**src/rtl/lsu_pkg.sv**
```systemverilog
// Shared types, funct3 encodings and decode helpers for the load/store memory adapter.
package lsu_pkg;

    typedef enum logic [2:0] {
        IDLE = 3'd0,
        RD   = 3'd1,
        MRG  = 3'd2,
        WR   = 3'd3,
        RSP  = 3'd4
    } lsu_state_e;

    localparam logic [2:0] F3_B  = 3'b000;
    localparam logic [2:0] F3_H  = 3'b001;
    localparam logic [2:0] F3_W  = 3'b010;
    localparam logic [2:0] F3_BU = 3'b100;
    localparam logic [2:0] F3_HU = 3'b101;

    // Unsigned widths exist only for loads; a store with funct3[2] set is illegal.
    function automatic logic lsu_illegal_f3(input logic [2:0] f3, input logic we);
        logic ill;
        case (f3)
            F3_B, F3_H, F3_W: ill = 1'b0;
            F3_BU, F3_HU:     ill = we;
            default:          ill = 1'b1;
        endcase
        return ill;
    endfunction

    function automatic logic lsu_misaligned(input logic [2:0] f3, input logic [1:0] lo);
        logic mis;
        case (f3[1:0])
            2'b01:   mis = lo[0];
            2'b10:   mis = (lo != 2'b00);
            default: mis = 1'b0;
        endcase
        return mis;
    endfunction

    // Force the low address bits onto the natural lane boundary of the access size.
    function automatic logic [1:0] lsu_align_lo(input logic [2:0] f3, input logic [1:0] lo);
        logic [1:0] al;
        case (f3[1:0])
            2'b01:   al = {lo[1], 1'b0};
            2'b10:   al = 2'b00;
            default: al = lo;
        endcase
        return al;
    endfunction

endpackage

```
**src/rtl/lsu_mem_adapter_if.sv**
```systemverilog
// Request/response and data-memory signals between the execute stage, the adapter and the memory.
interface lsu_mem_adapter_if #(
    parameter int unsigned XLEN = 32
);
    logic            req_valid;
    logic            req_ready;
    logic            req_we;
    logic [2:0]      req_funct3;
    logic [XLEN-1:0] req_addr;
    logic [XLEN-1:0] req_wdata;

    logic            resp_valid;
    logic [XLEN-1:0] resp_rdata;
    logic            resp_err;

    logic [XLEN-1:0] mem_addr;
    logic            mem_r_enable;
    logic            mem_w_enable;
    logic [XLEN-1:0] mem_wdata;
    logic [XLEN-1:0] mem_rdata;

    // Adapter side.
    modport slave (
        input  req_valid, req_we, req_funct3, req_addr, req_wdata, mem_rdata,
        output req_ready, resp_valid, resp_rdata, resp_err,
               mem_addr, mem_r_enable, mem_w_enable, mem_wdata
    );

    // Execute stage plus memory side.
    modport master (
        output req_valid, req_we, req_funct3, req_addr, req_wdata, mem_rdata,
        input  req_ready, resp_valid, resp_rdata, resp_err,
               mem_addr, mem_r_enable, mem_w_enable, mem_wdata
    );

endinterface

```
**src/rtl/lsu_lane_align.sv**
```systemverilog
// Combinational lane logic: load extract/extend and sub-word store merge into an old memory word.
module lsu_lane_align
    import lsu_pkg::*;
#(
    parameter int unsigned XLEN = 32
) (
    input  logic [XLEN-1:0] old_word_i,
    input  logic [XLEN-1:0] store_data_i,
    input  logic [1:0]      addr_lo_i,
    input  logic [2:0]      funct3_i,
    output logic [XLEN-1:0] load_data_c_o,
    output logic [XLEN-1:0] merged_word_c_o
);

    logic [7:0]  byte_lane;
    logic [15:0] half_lane;

    always_comb begin
        byte_lane = old_word_i[{addr_lo_i, 3'b000} +: 8];
        half_lane = old_word_i[{addr_lo_i[1], 4'b0000} +: 16];
    end

    // Sign- or zero-extend the selected lane according to funct3.
    always_comb begin
        load_data_c_o = old_word_i;
        case (funct3_i)
            F3_B:    load_data_c_o = {{(XLEN-8){byte_lane[7]}}, byte_lane};
            F3_BU:   load_data_c_o = {{(XLEN-8){1'b0}}, byte_lane};
            F3_H:    load_data_c_o = {{(XLEN-16){half_lane[15]}}, half_lane};
            F3_HU:   load_data_c_o = {{(XLEN-16){1'b0}}, half_lane};
            default: load_data_c_o = old_word_i;
        endcase
    end

    // Replace only the addressed lane of the old word with the low bits of the store data.
    always_comb begin
        merged_word_c_o = old_word_i;
        case (funct3_i[1:0])
            2'b00:   merged_word_c_o[{addr_lo_i, 3'b000} +: 8]       = store_data_i[7:0];
            2'b01:   merged_word_c_o[{addr_lo_i[1], 4'b0000} +: 16] = store_data_i[15:0];
            default: merged_word_c_o = store_data_i;
        endcase
    end

endmodule

```
**src/rtl/lsu_mem_adapter.sv**
```systemverilog
// RV32I load/store to word-memory adapter with read-modify-write for sub-word stores.
// Build option: define LSU_MISALIGN_ERR_EN to report misaligned H/W accesses as errors
// instead of silently aligning them.
module lsu_mem_adapter
    import lsu_pkg::*;
#(
    parameter int unsigned XLEN      = 32,
    parameter int unsigned MEM_WORDS = 4096
) (
    input  logic               clk,
    input  logic               rst_n,
    lsu_mem_adapter_if.slave   bus
);

    localparam longint unsigned MEM_BYTES = 64'(MEM_WORDS) * 64'd4;

    lsu_state_e      state_q, state_d;
    logic [XLEN-1:0] addr_q, addr_d;
    logic [2:0]      f3_q, f3_d;
    logic            we_q, we_d;
    logic [XLEN-1:0] wdata_q, wdata_d;
    logic [XLEN-1:0] rdata_q, rdata_d;
    logic            err_q, err_d;

    logic            req_err_c;
    logic            req_sw_c;
    logic [XLEN-1:0] load_data_c;
    logic [XLEN-1:0] merged_word_c;

    // Request decode is only consumed in IDLE; it steers state, never the memory strobes directly.
    always_comb begin
        req_err_c = lsu_illegal_f3(bus.req_funct3, bus.req_we)
                  || (64'(bus.req_addr) >= MEM_BYTES);
`ifdef LSU_MISALIGN_ERR_EN
        req_err_c = req_err_c || lsu_misaligned(bus.req_funct3, bus.req_addr[1:0]);
`endif
        req_sw_c  = bus.req_we && (bus.req_funct3[1:0] == 2'b10);
    end

    lsu_lane_align #(
        .XLEN (XLEN)
    ) u_lane_align (
        .old_word_i      (bus.mem_rdata),
        .store_data_i    (wdata_q),
        .addr_lo_i       (addr_q[1:0]),
        .funct3_i        (f3_q),
        .load_data_c_o   (load_data_c),
        .merged_word_c_o (merged_word_c)
    );

    always_ff @(posedge clk or negedge rst_n) begin
        if (!rst_n) begin
            state_q <= IDLE;
        end else begin
            state_q <= state_d;
        end
    end

    always_comb begin
        state_d = state_q;
        case (state_q)
            IDLE: begin
                if (bus.req_valid) begin
                    if (req_err_c) begin
                        state_d = RSP;
                    end else if (req_sw_c) begin
                        state_d = WR;
                    end else begin
                        state_d = RD;
                    end
                end
            end
            RD:      state_d = MRG;
            MRG:     state_d = we_q ? WR : RSP;
            WR:      state_d = RSP;
            RSP:     state_d = IDLE;
            default: state_d = IDLE;
        endcase
    end

    // Strobes and handshake are pure decodes of the state register.
    always_comb begin
        bus.req_ready    = (state_q == IDLE);
        bus.mem_r_enable = (state_q == RD);
        bus.mem_w_enable = (state_q == WR);
        bus.resp_valid   = (state_q == RSP);
        bus.mem_addr     = '0;
        if ((state_q == RD) || (state_q == WR)) begin
            bus.mem_addr = {addr_q[XLEN-1:2], 2'b00};
        end
        bus.mem_wdata    = wdata_q;
        bus.resp_rdata   = rdata_q;
        bus.resp_err     = err_q;
    end

    // Response registers only change on the edge that enters RSP, so they hold between responses.
    always_comb begin
        addr_d  = addr_q;
        f3_d    = f3_q;
        we_d    = we_q;
        wdata_d = wdata_q;
        rdata_d = rdata_q;
        err_d   = err_q;
        case (state_q)
            IDLE: begin
                if (bus.req_valid) begin
                    addr_d  = {bus.req_addr[XLEN-1:2],
                               lsu_align_lo(bus.req_funct3, bus.req_addr[1:0])};
                    f3_d    = bus.req_funct3;
                    we_d    = bus.req_we;
                    wdata_d = bus.req_wdata;
                    if (req_err_c) begin
                        rdata_d = '0;
                        err_d   = 1'b1;
                    end
                end
            end
            MRG: begin
                if (we_q) begin
                    wdata_d = merged_word_c;
                end else begin
                    rdata_d = load_data_c;
                    err_d   = 1'b0;
                end
            end
            WR: begin
                rdata_d = '0;
                err_d   = 1'b0;
            end
            default: ;
        endcase
    end

    always_ff @(posedge clk or negedge rst_n) begin
        if (!rst_n) begin
            addr_q  <= '0;
            f3_q    <= 3'b000;
            we_q    <= 1'b0;
            wdata_q <= '0;
            rdata_q <= '0;
            err_q   <= 1'b0;
        end else begin
            addr_q  <= addr_d;
            f3_q    <= f3_d;
            we_q    <= we_d;
            wdata_q <= wdata_d;
            rdata_q <= rdata_d;
            err_q   <= err_d;
        end
    end

endmodule

```
**src/flat_wrapper.sv**
```systemverilog
// flat-port wrapper written by rule: the top's interface ports become plain ports
module lsu_mem_adapter_flat import lsu_pkg::*;
#(
    parameter int unsigned XLEN      = 32,
    parameter int unsigned MEM_WORDS = 4096
)
  (clk, rst_n, bus_req_valid, bus_req_we, bus_req_funct3, bus_req_addr, bus_req_wdata, bus_mem_rdata, bus_req_ready, bus_resp_valid, bus_resp_rdata, bus_resp_err, bus_mem_addr, bus_mem_r_enable, bus_mem_w_enable, bus_mem_wdata);
  lsu_mem_adapter_if #(.XLEN(XLEN)) bus_i ();
  input  logic clk;
  input  logic rst_n;
  input wire logic [$bits(bus_i.req_valid)-1:0] bus_req_valid;
  input wire logic [$bits(bus_i.req_we)-1:0] bus_req_we;
  input wire logic [$bits(bus_i.req_funct3)-1:0] bus_req_funct3;
  input wire logic [$bits(bus_i.req_addr)-1:0] bus_req_addr;
  input wire logic [$bits(bus_i.req_wdata)-1:0] bus_req_wdata;
  input wire logic [$bits(bus_i.mem_rdata)-1:0] bus_mem_rdata;
  output wire logic [$bits(bus_i.req_ready)-1:0] bus_req_ready;
  output wire logic [$bits(bus_i.resp_valid)-1:0] bus_resp_valid;
  output wire logic [$bits(bus_i.resp_rdata)-1:0] bus_resp_rdata;
  output wire logic [$bits(bus_i.resp_err)-1:0] bus_resp_err;
  output wire logic [$bits(bus_i.mem_addr)-1:0] bus_mem_addr;
  output wire logic [$bits(bus_i.mem_r_enable)-1:0] bus_mem_r_enable;
  output wire logic [$bits(bus_i.mem_w_enable)-1:0] bus_mem_w_enable;
  output wire logic [$bits(bus_i.mem_wdata)-1:0] bus_mem_wdata;
  assign bus_i.req_valid = bus_req_valid;
  assign bus_i.req_we = bus_req_we;
  assign bus_i.req_funct3 = bus_req_funct3;
  assign bus_i.req_addr = bus_req_addr;
  assign bus_i.req_wdata = bus_req_wdata;
  assign bus_i.mem_rdata = bus_mem_rdata;
  assign bus_req_ready = bus_i.req_ready;
  assign bus_resp_valid = bus_i.resp_valid;
  assign bus_resp_rdata = bus_i.resp_rdata;
  assign bus_resp_err = bus_i.resp_err;
  assign bus_mem_addr = bus_i.mem_addr;
  assign bus_mem_r_enable = bus_i.mem_r_enable;
  assign bus_mem_w_enable = bus_i.mem_w_enable;
  assign bus_mem_wdata = bus_i.mem_wdata;
  lsu_mem_adapter #(.XLEN(XLEN), .MEM_WORDS(MEM_WORDS)) u_core (.clk(clk), .rst_n(rst_n), .bus(bus_i));
endmodule
```
**config.mk**
```make
export PLATFORM = sky130hd
export DESIGN_NAME = lsu_mem_adapter_flat
export DESIGN_NICKNAME = d
export VERILOG_FILES = /design/src/rtl/lsu_pkg.sv /design/src/rtl/lsu_mem_adapter_if.sv /design/src/rtl/lsu_lane_align.sv /design/src/rtl/lsu_mem_adapter.sv /design/src/flat_wrapper.sv
export SDC_FILE = /design/constraint.sdc
export NUM_CORES = 1
export LEC_CHECK = 0
export ABC_AREA = 1
export CAP_MARGIN = 20
export CORE_ASPECT_RATIO = 1.75
export CORE_MARGIN = 2
export CORE_UTILIZATION = 35
export CTS_CLUSTER_SIZE = 20
export DETAILED_ROUTE_END_ITERATION = 10
export PLACE_DENSITY = 0.7
export SKIP_LAST_GASP = 1
export SYNTH_ARGS = -nofsm -noshare
export SYNTH_HDL_FRONTEND = slang
export SYNTH_SLANG_ARGS = --single-unit
```
**constraint.sdc**
```tcl
create_clock -name clk -period 6.4 [get_ports clk]
set_clock_uncertainty 0.2 [all_clocks]
set_input_delay 0.96 -clock clk [delete_from_list [all_inputs] [get_ports clk]]
set_output_delay 0.96 -clock clk [all_outputs]
set_load 0.005 [all_outputs]
```
Word-level counts from Yosys, hierarchy flattened
Cells that the tools add are included.

Bits in registers: 104. Input bits: 103. Output and inout port bits: 101. Word-level logic and storage cells: 72.

Add/subtract/negate cells: 2. $lt $le $gt $ge: 1. Eq/ne operators: 19. Shift-type cells: 6. Mux-type cells: 23. Reduce and logical (&&, ||, !) cells: 14.

Operator list (number): 32-bit 2-to-1 mux (6); 32-bit case mux with 2 select lines (2); 32-bit case mux with 4 select lines (1); 32-bit case mux with 3 select lines (1); 32-bit bitwise mux (2); 32-bit by 15-bit greater-or-equal comparator with 1-bit output (second input constant) (1); 16-bit by 7-bit variable shift with 32-bit output (first input constant) (1); 8-bit by 7-bit variable shift with 32-bit output (first input constant) (1); 16-bit by 7-bit variable part select with 32-bit output (1); 32-bit by 6-bit variable part select with 16-bit output (1); 32-bit by 6-bit variable part select with 8-bit output (1); 8-bit by 7-bit variable part select with 32-bit output (1); 3-bit == test (second input constant) (5); 5-bit negation with 7-bit output (2); 3-bit case mux with 4 select lines (1); 3-bit by 1-bit == test with 1-bit output (second input constant) (3); 3-bit by 2-bit == test with 1-bit output (second input constant) (3); 3-bit logical NOT (3); 3-bit 2-to-1 mux (3); 4-bit AND reduction (2); 2-bit by 1-bit == test with 1-bit output (second input constant) (2); 2-bit by 1-bit != test with 1-bit output (second input constant) (2); 2-bit != test (second input constant) (2); 2-bit case mux with 2 select lines (1); 14 further kinds (17).

Logic depth before layout (Yosys ltp)
Gate-level depths: netlist (run 1).

Word-level depth: 7. Depth in mapped cells: 12. Mapped depth without buffers: 10.

Hierarchy
Synthesis (run 1) repeated with hierarchy kept, for this count alone.

Cell total of the unflattened synthesis: 1102. Area, all modules: 7181.9 µm².

By module, submodules not included: lsu_mem_adapter (instances 1, cells an instance 642, area an instance 5037.3 µm²); lsu_lane_align (instances 1, cells an instance 460, area an instance 2144.6 µm²).

Least setup slack after synthesis (run 1)
No wires, ideal clock.

Path type: input -> register. From: input port bus_req_funct3[1]. To: register u_core.err_q (netlist: u_core.bus.resp_err). Library setup time: 0.131 ns. Data arrival time: 2.017 ns. Required time: 6.069 ns. Slack: 4.052 ns. Cell stages on the path: 12. Path buffers: 2. Cells stage by stage: inv_1 ha_1 inv_1 nand2_1 nor2_1 nor2_1 nand4_1 nand3_1 buf_4 buf_6 nand2_1 o21ai_0.

Word-level cells in the longest chain between the ends: 6. Elaborated cells on any way between the ends: 11. Classes of those cells: 5 x eq/ne; 1 x mux; 5 x reduce/logical.

RTL lines: start: declaration (line flat_wrapper.sv:13) `input wire logic [$bits(bus_i.req_funct3)-1:0] bus_req_funct3;`; 3-bit by 1-bit == test with 1-bit output, or another cell as far along (line lsu_pkg.sv:21) `case (f3)`; 3-bit OR reduction or 2-bit OR reduction (tied branches) (line lsu_pkg.sv:21); 1-bit case mux with 2 select lines * (line lsu_pkg.sv:21); 1-bit logical OR * (line lsu_mem_adapter.sv:33) `|| (64'(bus.req_addr) >= MEM_BYTES);`; 2-bit by 1-bit != test with 1-bit output (no source line) *; 4-bit AND reduction (no source line) *; end signal: assignment (line lsu_mem_adapter.sv:148) `err_q <= err_d;`; end: declaration (line lsu_mem_adapter.sv:23) `logic err_q, err_d;`.

Every way passes the cells marked *; elsewhere a longest branch is shown, timed or not. A chain may end at the register's enable or synchronous reset.

Worst setup path after layout (run 1)
From: register u_core.state_q[2]. To: output port bus_mem_addr[4].

Word-level cells in the longest chain between the ends: 3. Elaborated cells on any way between the ends: 4. Classes of those cells: 2 x eq/ne; 1 x mux; 1 x reduce/logical.

RTL lines: start: declaration (line lsu_mem_adapter.sv:17) `lsu_state_e state_q, state_d;`; start signal: assignment (line lsu_mem_adapter.sv:55) `state_q <= state_d;`; 3-bit by 1-bit == test with 1-bit output or 3-bit by 2-bit == test with 1-bit output (tied branches) (line lsu_mem_adapter.sv:88) `if ((state_q == RD) || (state_q == WR)) begin`; 1-bit logical OR * (line lsu_mem_adapter.sv:88); 32-bit 2-to-1 mux * (line lsu_mem_adapter.sv:88); end: declaration (line flat_wrapper.sv:21) `output wire logic [$bits(bus_i.mem_addr)-1:0] bus_mem_addr;`.

Marked as above.

==> flow_summary.yaml, run 1 <==
drt:
  vias_per_cell: 5.08
  drt-wirelength-per-cell_um: 16.7
  drtIter0Drc: 588
  ant_nets: 0
  firstDrtPassIters: 6
  drc_errors: 0
  dr_total_vias: 6510
  drt-total-wl_mm: 21.4
floorplanning:
  core_um2: 17500
  dieWidth_um: 105
  placementRows: 64
  die_h_um: 180
  start_util: 0.356
  ios: 204
  die_area_um2: 18900
global_route:
  grt_max_degree: 68
  grt_util_met3: 0.0358
  grt_pass1_vias: 6315
  grtUsageMet2: 0.376
  antenna_found_initial: 5
  grt-busiest-layer: "met2"
  grt_use_total: 0.226
  grt_first_pass_wirelength_mm: 33.6
  grt-ovfl-total: 0
  met1_usage: 0.271
worst_setup_path:
  cp-start-kind: "register"
  crit_arrival_ns: 2.23
  rr_endpoint: "u_core.bus.mem_wdata[2]"
  crit_start: "u_core.state_q[2]"
  r2r_slack_ns: 3.07
  path_max_fanout: 20
  cp.required_ns: 5.24
  r2r_cells: 9
  end_kind: "output pin"
  path_class: "register to output pin"
  rr_startpoint: "u_core.state_q[1]"
yosys:
  yosysTopAreaCell: "dfrtp_1"
  syn_avg_cell_area_um2: 7.14
  yosysWarnings: 0
  syn_area_um2: 6220
  synth_cells: 871
  synth_area_leaders: "dfrtp_1 42%, nand2_1 16%, o21ai_0 6.3%"
  synth_cell_types: 37
  synth_edf_count: 0
  seq_area_frac_synth: 0.419
  synth_ff_type: "dfrtp_1"
  ys_ff_latch: 104
  synthArstFlopShare: 1.00
  synth_top_area_frac: 0.419
clocking:
  cts_resized: 0
  cts_buffers: 9
  cts_sinks: 104
  root_buffer: "clkbuf_16"
  cts_hold_buf: 0
  cts_tree: "built"
  post-cts-setup-buffers: 0
  clk_pin_slew_worst_paths_ns: 0.08
  clock_path_buffers: 2
  clk_latency_ns: 0.35
  htree_levels: 3
sta:
  hold_viol: 0
  max_freq_mhz: 295
  slew_viol_final: 0
  rsz0062_at_grt: "false"
  setup_violations: 0
  worst_pin_slew_ns: 0.893
  post-route-period-util: 0.530
  fin_crit_ns: 3.39
  maxSlewHeadroom: 0.404
  fin_tns_setup_ns: 0
  fin_ws_ns: 3.01
layout:
  regArea_um2: 2600
  fill_cells: 1775
  nets: 1151
  multi_input_area_um2: 3020
  drive_above_1_share: 0.0507
  syn_to_final_growth_pct: 39.3
min_path:
  min_from: "u_core.bus.mem_wdata[26]"
  worstHoldPathType: "register to register"
  hold-path-endpoint: "u_core.bus.mem_wdata[26]"
  min_path_cells: 2
run_status:
  status: "finished clean"
pwr:
  peakVddDrop_mv: 0.140
  p_per_area_nw_per_um2: 210
  p_leak_nw: 3.84
placed_design:
  place.gp.congestion: 0.929
  place_ws_ns: 2.62
  port_buffers: 201
  dpl.hpwl_mm: 16.0
flow_run:
  max_cap_viol_count: 0
-- placed cells by master, fill, tap and decap left out, drive strengths merged, types with 6 or more instances in the layout --
cell           count
nand2            274
clkdlybuf4s50    200
dfrtp            104
o21ai             97
inv               85
nor2              83
a21oi             71
nand3             44
o211ai            20
o22ai             15
clkbuf            11
ha                 8
nor3               6
buf                6
-- layer usage --
metal  part of all wire  vias up
li1                   -     3167
met1               0.39     3015
met5                  0        -
met4              0.053        0
met2               0.50      265
met3              0.056       63
-- critical path, cell delays in order, from the launching register on --
cell and delay, ns:
dfrtp_1 0.41, inv_2 0.13, nand2_1 0.37, buf_16 0.31
nor2_1 0.11, clkdlybuf4s50_1 0.54
-- synth_stat cells, types with 5 or more instances --
cell / n
nand2_2: 6
nor2_1: 75
dfrtp_1: 104
o211ai_1: 20
inv_2: 9
o21ai_1: 18
o21ai_0: 78
buf_2: 16
ha_1: 8
nand3_1: 42
inv_1: 73
buf_4: 5
nand2_1: 267
a21oi_1: 71
buf_6: 8
nor2_4: 6
clkbuf_1: 17
nor3_1: 6
o22ai_1: 15
-- metrics by stage --
step | hold slack, ns | instances | utilization | cell area [um^2] | power, mW
finish | 0.288 | 1281 | 0.496 | 8660 | 1.82
global route | 0.311 | 1281 | 0.496 | 8660 | 1.91
CTS | 0.290 | 1275 | 0.494 | 8630 | 1.82
detailed placement | 0.269 | 1259 | 0.475 | 8290 | 1.19
global placement | 0.269 | 1258 | 0.473 | 8270 | 1.19
floorplan | 0.269 | 872 | - | 6220 | 0.995
-- worst max path at each step --
stage / endpoint / slack (ns) / cells after the start
4_1_cts: u_core.bus.resp_rdata[4] / 2.97 / 10
5_1_grt: u_core.bus.mem_wdata[3] / 2.85 / 9
6_report: bus_mem_addr[4] / 3.01 / 5
3_5_place_dp: u_core.bus.resp_rdata[4] / 2.62 / 10
2_1_floorplan: u_core.bus.resp_err / 4.05 / 12
3_3_place_gp: u_core.bus.resp_rdata[6] / 2.75 / 10
-- registers in the layout (all words and copies together), names as in the netlist --
signal	count
u_core.addr_q	32
u_core.bus.mem_wdata	32
u_core.bus.resp_rdata	32
u_core.f3_q	3
u_core.state_q	3
u_core.bus.resp_err	1
u_core.we_q	1
-- report_power, final --
group	leakage, nW	switching, mW	internal, mW
sequential	1.33	0.0405	0.714
clock	0.163	0.264	0.368
combinational	2.35	0.250	0.185
-- kinds of logic (layout without fill, tap and decap cells) --
group	count (synthesis)	in the layout	synth area share
AOI/OAI and AO/OA	214	214	0.189
adders and majority gates	8	8	0.0161
buffers and inverters	134	307	0.0980
DFF	104	104	0.419
other	1	7	0.000603
and+or+nand+nor	410	410	0.278
-- area by class of cell --
type,count,share of cell area
Clock buffer,11,0.0292
Clock inverter,5,0.00982
Multi-Input combinational cell,634,0.348
Tap cell,231,0.0334
Timing Repair Buffer,206,0.240
Sequential cell,104,0.300
Inverter,85,0.0377
Antenna cell,5,0.00144
Power figures use the tool's default switching activity.
==> run 2: changes to the inputs <==
--- a/config.mk
+++ b/config.mk
@@ -12,7 +12,7 @@
 export CORE_UTILIZATION = 35
 export CTS_CLUSTER_SIZE = 20
 export DETAILED_ROUTE_END_ITERATION = 10
-export PLACE_DENSITY = 0.7
+export PLACE_DENSITY = 0.72
 export SKIP_LAST_GASP = 1
 export SYNTH_ARGS = -nofsm -noshare
 export SYNTH_HDL_FRONTEND = slang
==> constraint.sdc (replaced) <==
create_clock -name clk -period 2.9 [get_ports clk]
set_clock_uncertainty 0.2 [all_clocks]
set_input_delay 0.435 -clock clk [delete_from_list [all_inputs] [get_ports clk]]
set_output_delay 0.435 -clock clk [all_outputs]
set_load 0.005 [all_outputs]
==> run 2 against run 1 <==
Effect of this change:
- cell count rose by 0.55%
- total power rose by 120%
- global-route usage barely moved
- sequential power rose by 120%
==> flow_summary.yaml, run 2 (synthesis results as in run 1) <==
run_status:
  status: "finished clean"
drt:
  ant_nets: 0
  drc_errors: 0
  drt-wirelength-per-cell_um: 16.7
  vias_per_cell: 5.07
  dr_total_vias: 6533
  drt-total-wl_mm: 21.5
  drtIter0Drc: 465
  firstDrtPassIters: 8
pwr:
  seq_power_share: 0.419
  p_leak_nw: 3.88
  pwr-share-clk: 0.334
  peakVddDrop_mv: 0.272
  p_per_area_nw_per_um2: 456
  p_int_mw: 2.79
  comb_power_share: 0.247
  p_sw_mw: 1.19
  switching_share: 0.299
layout:
  multi_input_area_um2: 3020
  fill_cells: 1780
  final_common_cell: "nand2_1"
  regArea_um2: 2600
  nets: 1162
  drive_above_1_share: 0.0578
  syn_to_final_growth_pct: 40.4
  layout_common_cells: "267 x nand2_1, 200 x clkdlybuf4s50_1, 104 x dfrtp_1, 78 x o21ai_0, 75 x nor2_1"
clocking:
  cts_resized: 0
  root_buffer: "clkbuf_16"
  clock_path_buffers: 2
  clk_latency_ns: 0.35
  cts_sinks: 104
  clk_pin_slew_worst_paths_ns: 0.07
  cts_buffers: 9
  cts_hold_buf: 1
  htree_levels: 3
  post-cts-setup-buffers: 0
  cts_tree: "built"
floorplanning:
  core_um2: 17500
  die_area_um2: 18900
  die_h_um: 180
  placementRows: 64
  ios: 204
  dieWidth_um: 105
  start_util: 0.356
global_route:
  grt_pass1_vias: 6301
  grt_max_degree: 68
  grt_use_total: 0.226
  grt-ovfl-total: 0
  antenna_found_initial: 1
  grt_first_pass_wirelength_mm: 33.6
sta:
  fin_crit_ns: 2.50
  hold_viol: 0
  max_freq_mhz: 399
  slew_viol_final: 0
  post-route-period-util: 0.864
  setup_violations: 0
  rsz0062_at_grt: "false"
  fin_tns_setup_ns: 0
  hold_ws_ns: 0.282
flow_run:
  max_cap_viol_count: 0
worst_setup_path:
  end_kind: "output pin"
  r2r_cells: 9
  worstPathCellList: "inv_2 > nand2_1 > buf_4 > nor2_1 > clkdlybuf4s50_1"
  crit_start: "u_core.state_q[2]"
  r2r_slack_ns: 0.50
  cpPeakStageDelay_ns: 0.52
  path_max_fanout: 33
  path_class: "register to output pin"
  critPathTopFamily: "buffers and inverters"
  crit_cells: 5
  cp-start-kind: "register"
  rr_endpoint: "u_core.bus.mem_wdata[1]"
  crit_end: "bus_mem_addr[3]"
  cp.required_ns: 2.27
  crit_arrival_ns: 1.87
  slowest_stage: "clkdlybuf4s50_1"
  rr_startpoint: "u_core.state_q[1]"
  crit_buf_inv: 3
placed_design:
  dpl.hpwl_mm: 16.7
  port_buffers: 201
  place.gp.congestion: 0.970
min_path:
  worstHoldPathType: "register to register"
## run 2: changes by cell type in the layout (fill, tap and decap cells not counted), sizes merged
cell | previous run | this run
diode | 5 | 1
clkinvlp | 1 | 0
inv | 85 | 83
clkbuf | 11 | 12
buf | 6 | 16
dlygate4sd3 | 0 | 1
clkinv | 2 | 4
## run 2: cell type report
cell class,count,area share
diodes,1,0.000287
multi-input cells,634,0.345
inverters,85,0.0374
clock inverters,4,0.00889
clock buffers,12,0.0282
flip-flops and latches,104,0.298
well taps,231,0.0331
repair buffers,217,0.249
## run 2: worst min path at each step
| stage | slack (ns) | cells past startpoint | to | startpoint |
|---|---|---|---|---|
| 2_1_floorplan | -0.06 | 0 | u_core.addr_q[0] | rst_n |
| 3_3_place_gp | 0.15 | 1 | u_core.addr_q[2] | rst_n |
| 3_5_place_dp | 0.15 | 1 | u_core.addr_q[31] | rst_n |
| 4_1_cts | 0.29 | 2 | u_core.bus.resp_rdata[0] | u_core.bus.resp_rdata[0] |
| 5_1_grt | 0.32 | 2 | u_core.bus.resp_rdata[6] | u_core.bus.resp_rdata[6] |
| 6_report | 0.28 | 2 | u_core.bus.resp_rdata[0] | u_core.bus.resp_rdata[0] |
## run 2: power by group through the flow
stage	Sequential (mW)	Combinational [mW]	Clock, mW
after detailed placement	1.69	0.969	0
after global placement	1.69	0.962	0
after floorplan	1.67	0.527	0
final	1.67	0.984	1.33
after global routing	1.68	1.09	1.41
after CTS	1.67	0.978	1.35
## run 2: tightest hold or removal path, stage by stage (launching register included)
cell and delay, ns:
dfrtp_1 0.34, nand2_1 0.05, o21ai_0 0.06
## run 2: stage by stage
step / setup WS [ns] / total power [mW] / instances / util / cell area [um^2]
floorplan: 0.861 / 2.20 / 872 / - / 6220
global placement: 0.553 / 2.65 / 1270 / 0.481 / 8390
detailed placement: 0.504 / 2.66 / 1270 / 0.481 / 8390
CTS: 0.386 / 4.00 / 1287 / 0.500 / 8730
global route: 0.311 / 4.18 / 1288 / 0.500 / 8730
finish: 0.395 / 3.98 / 1288 / 0.500 / 8730
## run 2: routing by layer
layer | global-route usage | up-vias | wire length (um)
met5 | 0 | - | 0
li1 | - | 3190 | -
met3 | 0.0347 | 71 | 1160
met2 | 0.400 | 281 | 11100
met4 | 0.121 | 0 | 1130
met1 | 0.258 | 2991 | 8100
==> run 3: changes to the inputs <==
--- a/config.mk
+++ b/config.mk
@@ -8,7 +8,7 @@
 export ABC_AREA = 1
 export CAP_MARGIN = 20
 export CORE_ASPECT_RATIO = 1.75
-export CORE_MARGIN = 2
+export CORE_MARGIN = 4
 export CORE_UTILIZATION = 35
 export CTS_CLUSTER_SIZE = 20
 export DETAILED_ROUTE_END_ITERATION = 10
==> run 3 against run 2 <==
Effect of this change:
- setup slack worse by 0.0042 ns
- critical path depth unchanged
- largest cell class unchanged
- die area is 6.1% higher
- clock power down 9%
- design area decreased by 0.44%
- largest power group unchanged
- non-clock buffer count fell by 1
- sequential power hardly changed
- cell count about the same
- flip-flop and latch count did not move
==> flow_summary.yaml, run 3 (synthesis results as in run 1) <==
run_status:
  status: "finished clean"
min_path:
  worstHoldPathType: "register to register"
  min_path_cells: 2
worst_setup_path:
  end_kind: "output pin"
  slowest_stage: "clkdlybuf4s50_1"
  r2r_cells: 9
  crit_arrival_ns: 1.87
  path_class: "register to output pin"
  path_max_fanout: 33
  worstPathCellList: "inv_2 > nand2_1 > buf_4 > nor2_1 > clkdlybuf4s50_1"
  cp.required_ns: 2.27
  cp-start-kind: "register"
  cpPeakStageDelay_ns: 0.55
global_route:
  grt_first_pass_wirelength_mm: 33.3
  met1_usage: 0.247
  grt_use_total: 0.217
  antenna_found_initial: 1
  grtUsageMet2: 0.385
  grt_pass1_vias: 6202
  grt-busiest-layer: "met2"
  grt-ovfl-total: 0
  grt_max_degree: 68
  grt_util_met3: 0.0407
floorplanning:
  dieWidth_um: 109
  core_um2: 17500
  die_area_um2: 20000
  ios: 204
  placementRows: 64
  start_util: 0.356
  die_h_um: 184
sta:
  fin_crit_ns: 2.51
  maxSlewHeadroom: 0.654
  fin_ws_ns: 0.391
  hold_viol: 0
  rsz0062_at_grt: "false"
  fin_tns_setup_ns: 0
  slew_viol_final: 0
  max_freq_mhz: 399
  setup_violations: 0
  worst_pin_slew_ns: 0.514
  post-route-period-util: 0.865
layout:
  fill_cells: 1802
  multi_input_area_um2: 3020
  utilization: 0.498
  regArea_um2: 2600
  nets: 1161
  drive_above_1_share: 0.0588
  final_common_cell: "nand2_1"
  syn_to_final_growth_pct: 39.8
  layout_common_cells: "267 x nand2_1, 200 x clkdlybuf4s50_1, 104 x dfrtp_1, 78 x o21ai_0, 75 x nor2_1"
drt:
  vias_per_cell: 5.03
  firstDrtPassIters: 6
  drc_errors: 0
  drt-total-wl_mm: 21.8
  drt-wirelength-per-cell_um: 17.0
  dr_total_vias: 6470
  drtIter0Drc: 501
  ant_nets: 0
placed_design:
  place_ws_ns: 0.514
  port_buffers: 201
  place.gp.congestion: 0.955
  dpl.hpwl_mm: 17.0
pwr:
  p_per_area_nw_per_um2: 444
  p_leak_nw: 3.86
  peakVddDrop_mv: 0.288
clocking:
  cts_buffers: 9
  cts_sinks: 104
  cts_resized: 0
  clock_path_buffers: 2
  htree_levels: 3
  root_buffer: "clkbuf_16"
  cts_tree: "built"
  clk_latency_ns: 0.36
  clk_pin_slew_worst_paths_ns: 0.07
flow_run:
  max_cap_viol_count: 0
-- run 3: changes by cell type in the layout (fill, tap and decap cells not counted), sizes merged --
cell,before,now
clkinvlp,0,1
bufinv,2,0
buf,16,15
clkinv,4,6
inv,83,84
clkbuf,12,10
-- run 3: report_power, final --
part	internal [mW]	leakage [nW]	switching [mW]
clock network	0.619	0.141	0.589
registers	1.57	1.33	0.0934
logic	0.429	2.40	0.555
-- run 3: critical path, delay by kind of cell, from the launching register on --
family	cells	cell delay (ns)
buf+inv	3	0.91
flops	1	0.41
simple gates	2	0.19
-- run 3: metal layers --
| metal | vias to the layer above | part of all wire |
|---|---|---|
| met3 | 65 | 0.059 |
| met5 | - | 0 |
| met1 | 2926 | 0.37 |
| met4 | 0 | 0.045 |
| met2 | 294 | 0.52 |
| li1 | 3185 | - |
-- run 3: through the flow --
stage / cell area [um^2] / total power, mW / hold slack (ns) / cells
after floorplan: 6220 / 2.20 / -0.0606 / 872
after global placement: 8390 / 2.66 / 0.191 / 1269
after detailed placement: 8390 / 2.67 / 0.191 / 1269
after CTS: 8690 / 3.87 / 0.291 / 1286
after global routing: 8690 / 4.05 / 0.313 / 1287
final: 8690 / 3.86 / 0.282 / 1287
-- run 3: what timing repair did --
item                                   in CTS  in global routing
setup buffers                               0                  0
endpoints found under the hold margin      27                  0
hold buffers                                1                  0
-- run 3: path summary, 6_finish.rpt --
kind                                          start                  endpoint  slack (ns)
hold / removal             u_core.bus.resp_rdata[6]  u_core.bus.resp_rdata[6]        0.28
setup / recovery                  u_core.state_q[2]          bus_mem_addr[20]        0.39
hold reg to reg            u_core.bus.resp_rdata[6]  u_core.bus.resp_rdata[6]        0.28
min in group asynchronous                     rst_n         u_core.addr_q[29]        0.35
setup reg to reg                  u_core.state_q[1]   u_core.bus.mem_wdata[2]        0.54
max in group asynchronous                     rst_n   u_core.bus.mem_wdata[1]        1.48
-- run 3: cell type report --
cell class	instances	share of cell area
multi-input combinational	634	0.347
sequential	104	0.299
timing repair buffer	216	0.249
inverter	85	0.0376
tap	231	0.0333
clock buffer	10	0.0275
clock inverter	6	0.00619
antenna	1	0.000288
